`src/rtl/ft245_sync_tx.sv`:
```
// FT2232H 245 synchronous-FIFO transmit engine: drains FIFO B through a skid
// buffer onto WR#/data, throttled by TXE#, and flushes with SIWU# after bursts.
module ft245_sync_tx #(
    parameter int DATA_W    = 8,
    parameter int BUF_DEPTH = 4,
    parameter int SIWU_IDLE = 16,
    parameter int CNT_W     = 16
) (
    input  logic              clk,
    input  logic              rst_n,
    input  logic              tx_grant,
    input  logic              efb_n,
    output logic              fifo_rd,
    input  logic [DATA_W-1:0] fifo_dout,
    input  logic              txe_n,
    output logic              wr_n,
    output logic [DATA_W-1:0] ft_data,
    output logic              siwu_n,
    output logic [CNT_W-1:0]  tx_count,
    output logic              busy
);

    localparam int PTR_W = (BUF_DEPTH > 1) ? $clog2(BUF_DEPTH) : 1;
    localparam int OCC_W = PTR_W + 1;
    localparam int IDL_W = (SIWU_IDLE > 1) ? $clog2(SIWU_IDLE) : 1;
    localparam logic [OCC_W-1:0] DEPTH_C  = OCC_W'(BUF_DEPTH);
    localparam logic [IDL_W-1:0] IDL_LAST = IDL_W'(SIWU_IDLE - 1);

    typedef enum logic [1:0] {IDLE, STREAM, WAIT, FLUSH} state_t;

    logic [DATA_W-1:0] mem [BUF_DEPTH];
    logic [PTR_W-1:0]  rd_ptr, wr_ptr, rd_ptr_inc;
    logic [OCC_W-1:0]  occ, occ_ap, occ_nx;
    logic              inflight;
    logic [IDL_W-1:0]  idle_cnt;
    state_t            state, state_nx;
    logic              accept, push, wr_go;

    assign accept     = ~wr_n & ~txe_n;
    assign push       = inflight;
    assign occ_ap     = occ - OCC_W'(accept);
    assign occ_nx     = occ_ap + OCC_W'(push);
    assign rd_ptr_inc = rd_ptr + PTR_W'(1);
    assign wr_go      = tx_grant & ~txe_n & (occ_nx != '0);

    // Combinational so the FIFO's empty flag, updated after its pop edge, is
    // honoured on the very next cycle; room counts the read still in flight.
    assign fifo_rd = rst_n & tx_grant & efb_n & (state != FLUSH) & (occ_nx < DEPTH_C);

    assign busy = (occ != '0) | inflight | (state != IDLE);

    always_comb begin
        state_nx = state;
        case (state)
            IDLE:    if (wr_go || !wr_n) state_nx = STREAM;
            STREAM:  if (occ_nx == '0 && !fifo_rd) state_nx = WAIT;
            WAIT: begin
                if (push)                      state_nx = STREAM;
                else if (idle_cnt == IDL_LAST) state_nx = FLUSH;
            end
            FLUSH:   state_nx = IDLE;
            default: state_nx = IDLE;
        endcase
    end

    always_ff @(posedge clk) begin
        if (push) mem[wr_ptr] <= fifo_dout;
    end

    always_ff @(posedge clk or negedge rst_n) begin
        if (!rst_n) begin
            rd_ptr   <= '0;
            wr_ptr   <= '0;
            occ      <= '0;
            inflight <= 1'b0;
            wr_n     <= 1'b1;
            ft_data  <= '0;
            siwu_n   <= 1'b1;
            tx_count <= '0;
            idle_cnt <= '0;
            state    <= IDLE;
        end else begin
            if (push) wr_ptr <= wr_ptr + PTR_W'(1);
            if (accept) begin
                rd_ptr   <= rd_ptr_inc;
                tx_count <= tx_count + CNT_W'(1);
            end
            occ      <= occ_nx;
            inflight <= fifo_rd;
            wr_n     <= ~wr_go;
            // Head changes only on a push into an empty slot or a pop that leaves data.
            if (push && occ_ap == '0)
                ft_data <= fifo_dout;
            else if (accept && occ_ap != '0)
                ft_data <= mem[rd_ptr_inc];
            state    <= state_nx;
            siwu_n   <= (state_nx != FLUSH);
            if (state == WAIT && state_nx == WAIT)
                idle_cnt <= idle_cnt + IDL_W'(1);
            else
                idle_cnt <= '0;
        end
    end

endmodule

```
`config.mk`:
```
export PLATFORM = sky130hd
export DESIGN_NAME = ft245_sync_tx
export DESIGN_NICKNAME = d
export VERILOG_FILES = /design/src/rtl/ft245_sync_tx.sv
export SDC_FILE = /design/constraint.sdc
export NUM_CORES = 1
export LEC_CHECK = 0
export ABC_AREA = 0
export ABC_CLOCK_PERIOD_IN_PS = 3200
export CORE_ASPECT_RATIO = 1.1
export CORE_UTILIZATION = 54
export DETAILED_ROUTE_END_ITERATION = 6
export PLACE_DENSITY = 0.79
export SYNTH_ARGS = -nofsm -noshare
export SYNTH_HDL_FRONTEND = slang
export SYNTH_SLANG_ARGS = --single-unit
```
`constraint.sdc`:
```
create_clock -name clk -period 3.2 [get_ports clk]
set_input_delay 0.64 -clock clk [delete_from_list [all_inputs] [get_ports clk]]
set_output_delay 0.64 -clock clk [all_outputs]
set_load 0.005 [all_outputs]
```
==> results.tsv <==
metric	value	unit
dieArea	5920	sq um
vias_per_cell	5.37	
route.detailed.drc	0	
cap_violations	0	
firstDrtPassIters	4	
power_switching_share	0.274	
startpoint_type	input pin	
synth_nets	221	
stdcell_area	3790	sq um
p_switching	721	uW
critical_path.slowest_cell	xor3_4	
end_kind	primary output	
irDropWorstVdd	0.000442	V
die_y	80.6	um
grt_pass1_vias	1828	
status	complete, no violations	
synth-main-ff-cell	dfrtp_1	
fill_cells	396	
setup_viol	0	
htreeDepth	3	
antenna_found_initial	0	
total_leakage_power	0.00158	uW
clkSinkCount	72	
final_common_cell	dfrtp_1	
grt-ovfl-total	0	
synth_edf_count	32	
grt_usage	0.214	
dpl-instance-area	3540	sq um
tightest_slew	0.565	ns
final_core_utilization	0.703	
dp_hpwl	3520	um
period_needed	3.03	ns
crit_arrival	2.39	ns
fin_crit_sh	0.948	
skew	0.00895	ns
cts_root_buffer	clkbuf_8	
place_worst_setup_slack	-0.550	ns
report.final.slew_viol_count	0	
critPathRequiredTime	2.56	ns
final_cell_count_no_fill	339	
grt_max_degree	41	
fin_ws	0.168	ns
routabilityCongestion	0.735	
max_freq	330	MHz
clk_path_buf_depth	2	
total_power	2630	uW
internal_power	1910	uW
areaGrowthSynthToFinish	25.1	%
cp_top_family	adder cells	
die_w	73.5	um
row_count	28	
clock_latency	0.34	ns
post_synth.cell_area_avg	15.3	sq um
wire_per_inst	16.1	um
ant_nets	0	
synthArstFlopShare	0.556	
pwr-share-seq	0.490	
num_vias	1820	
drt_iter0_drc	118	
pin_count	41	
placedCellCount	316	
yosysUniqueCellTypes	36	
cts_tree	yes	
crit_top_cell	ha_1	
clk_pin_slew_worst_paths	0.07	ns
path_buf_inv	3	
coreArea	5400	sq um
layout-drive-gt1-share	0.216	
post_synth_inst_count	198	
ys_seq_area_frac	0.648	
portBuffers	40	
start_util	0.562	
rsz0062_at_grt	no	
maxSlewHeadroom	0.623	
routed_wl	5450	um
p_per_area	694	nW/um^2
worstPathCellList	dlygate4sd2_1 -> nor2_2 -> ha_2 -> inv_1 -> ha_1 -> ha_1 -> xor3_4 -> a211oi_2 -> buf_2	
hp-class	in2async	
critPathKind	in2out	
final_nets	282	
diodes	0	
final_cell_mix	38 x dfrtp_1, 37 x clkdlybuf4s50_1, 32 x edfxtp_1	
finalHoldViolCount	0	
grt_pass1_wl	8960	um
ys_seq_elements	72	
yosysWarnings	0	
worst-path-max-fanout	3	
critPathMaxStageDelay	0.34	ns
numCtsBuffers	9	
clkPwrFrac	0.247	
synth_area	3030	sq um
p_comb_frac	0.263	
## cells by family (layout without fill, tap and decap cells)
group | after synthesis | after routing | synth area share
flip-flops | 72 | 72 | 0.648
adder cells (fa/ha/maj) | 10 | 10 | 0.0413
AO/OA/AOI/OAI | 15 | 15 | 0.0421
AND/OR/NAND/NOR | 58 | 58 | 0.115
XOR/XNOR | 22 | 22 | 0.0697
buffers and inverters | 12 | 78 | 0.0210
multiplexers | 9 | 9 | 0.0631
## cells in the mapped netlist, types with 2 or more instances
| library cell | instances | area (sq um) |
|---|---|---|
| dfrtp_1 | 38 | 951 |
| edfxtp_1 | 32 | 961 |
| nand2_1 | 12 | 45.0 |
| xnor2_1 | 12 | 105 |
| ha_1 | 10 | 125 |
| nor2_1 | 9 | 33.8 |
| xor2_1 | 9 | 78.8 |
| a221o_1 | 8 | 80.1 |
| and2b_2 | 8 | 70.1 |
| mux4_2 | 8 | 180 |
| inv_1 | 7 | 26.3 |
| nand3_1 | 5 | 25.0 |
| and2_1 | 4 | 25.0 |
| nand4_1 | 4 | 25.0 |
| and3_1 | 3 | 18.8 |
| and4_1 | 3 | 26.3 |
| o21ai_0 | 3 | 15.0 |
| clkbuf_1 | 2 | 7.51 |
| dfstp_2 | 2 | 52.6 |
| nand3b_1 | 2 | 15.0 |
| nor3_1 | 2 | 10.0 |
## cell type report
type / count / area [sq um] / area share
Tap cell: 75 / 93.8 / 0.0247
Inverter: 7 / 26.3 / 0.00693
Clock buffer: 16 / 180 / 0.0475
Multi-Input combinational cell: 114 / 1030 / 0.271
Sequential cell: 72 / 1960 / 0.518
Timing Repair Buffer: 55 / 502 / 0.132
## power groups by stage
| stage | combinational, uW | clock (uW) | sequential (uW) |
|---|---|---|---|
| after floorplan | 425 | 0 | 1240 |
| after global placement | 641 | 0 | 1310 |
| after detailed placement | 668 | 0 | 1310 |
| after CTS | 698 | 668 | 1290 |
| after global routing | 764 | 704 | 1320 |
| final | 693 | 649 | 1290 |
## timing repair
action	4_1_cts	5_1_grt
hold buffers	0	0
hold endpoints to repair	0	0
pin swaps	2	3
gates resized for setup	9	0
buffers inserted	7	0
setup endpoints to repair	1	1
## metal layers
layer / global-route usage / vias up / wire length, um
met3: 0.0514 / 6 / 293
met1: 0.261 / 916 / 2230
met4: 0.125 / 0 / 79
met2: 0.343 / 52 / 2840
li1: - / 846 / -
met5: 0 / - / 0
## worst paths after layout
kind                                   from     endpoint  slack, ns  cells after the start
max in group asynchronous             rst_n       siwu_n       2.44                      2
worst max-delay path                  txe_n      fifo_rd       0.17                      9
worst min register to register  idle_cnt[0]  idle_cnt[0]       0.46                      1
min in group clk                idle_cnt[0]  idle_cnt[0]       0.46                      1
worst max register to register         wr_n     inflight       0.59                     14
worst min-delay path                  rst_n     inflight       0.39                      2
## registers in the layout, indices dropped and copies added (netlist names)
register / flops
state: 2
inflight: 1
occ: 3
mem: 32
ft_data: 8
siwu_n: 1
tx_count: 16
wr_n: 1
rd_ptr: 2
wr_ptr: 2
idle_cnt: 4
## worst register-to-register path: cells and delay by family, from the launching register on
family / cells / cell delay, ns
buffers and inverters: 8 / 0.72
AND/OR/NAND/NOR: 1 / 0.05
adder cells (fa/ha/maj): 3 / 0.68
flip-flops: 1 / 0.54
XOR/XNOR: 1 / 0.33
AO/OA/AOI/OAI: 1 / 0.24
## stage by stage
step / hold slack [ns] / setup TNS, ns
after floorplan: 0.344 / 0
after global placement: 0.445 / -0.459
after detailed placement: 0.452 / -0.550
after CTS: 0.398 / 0
after global routing: 0.438 / 0
final: 0.391 / 0
Note: power is estimated with default switching activity, not from simulation.
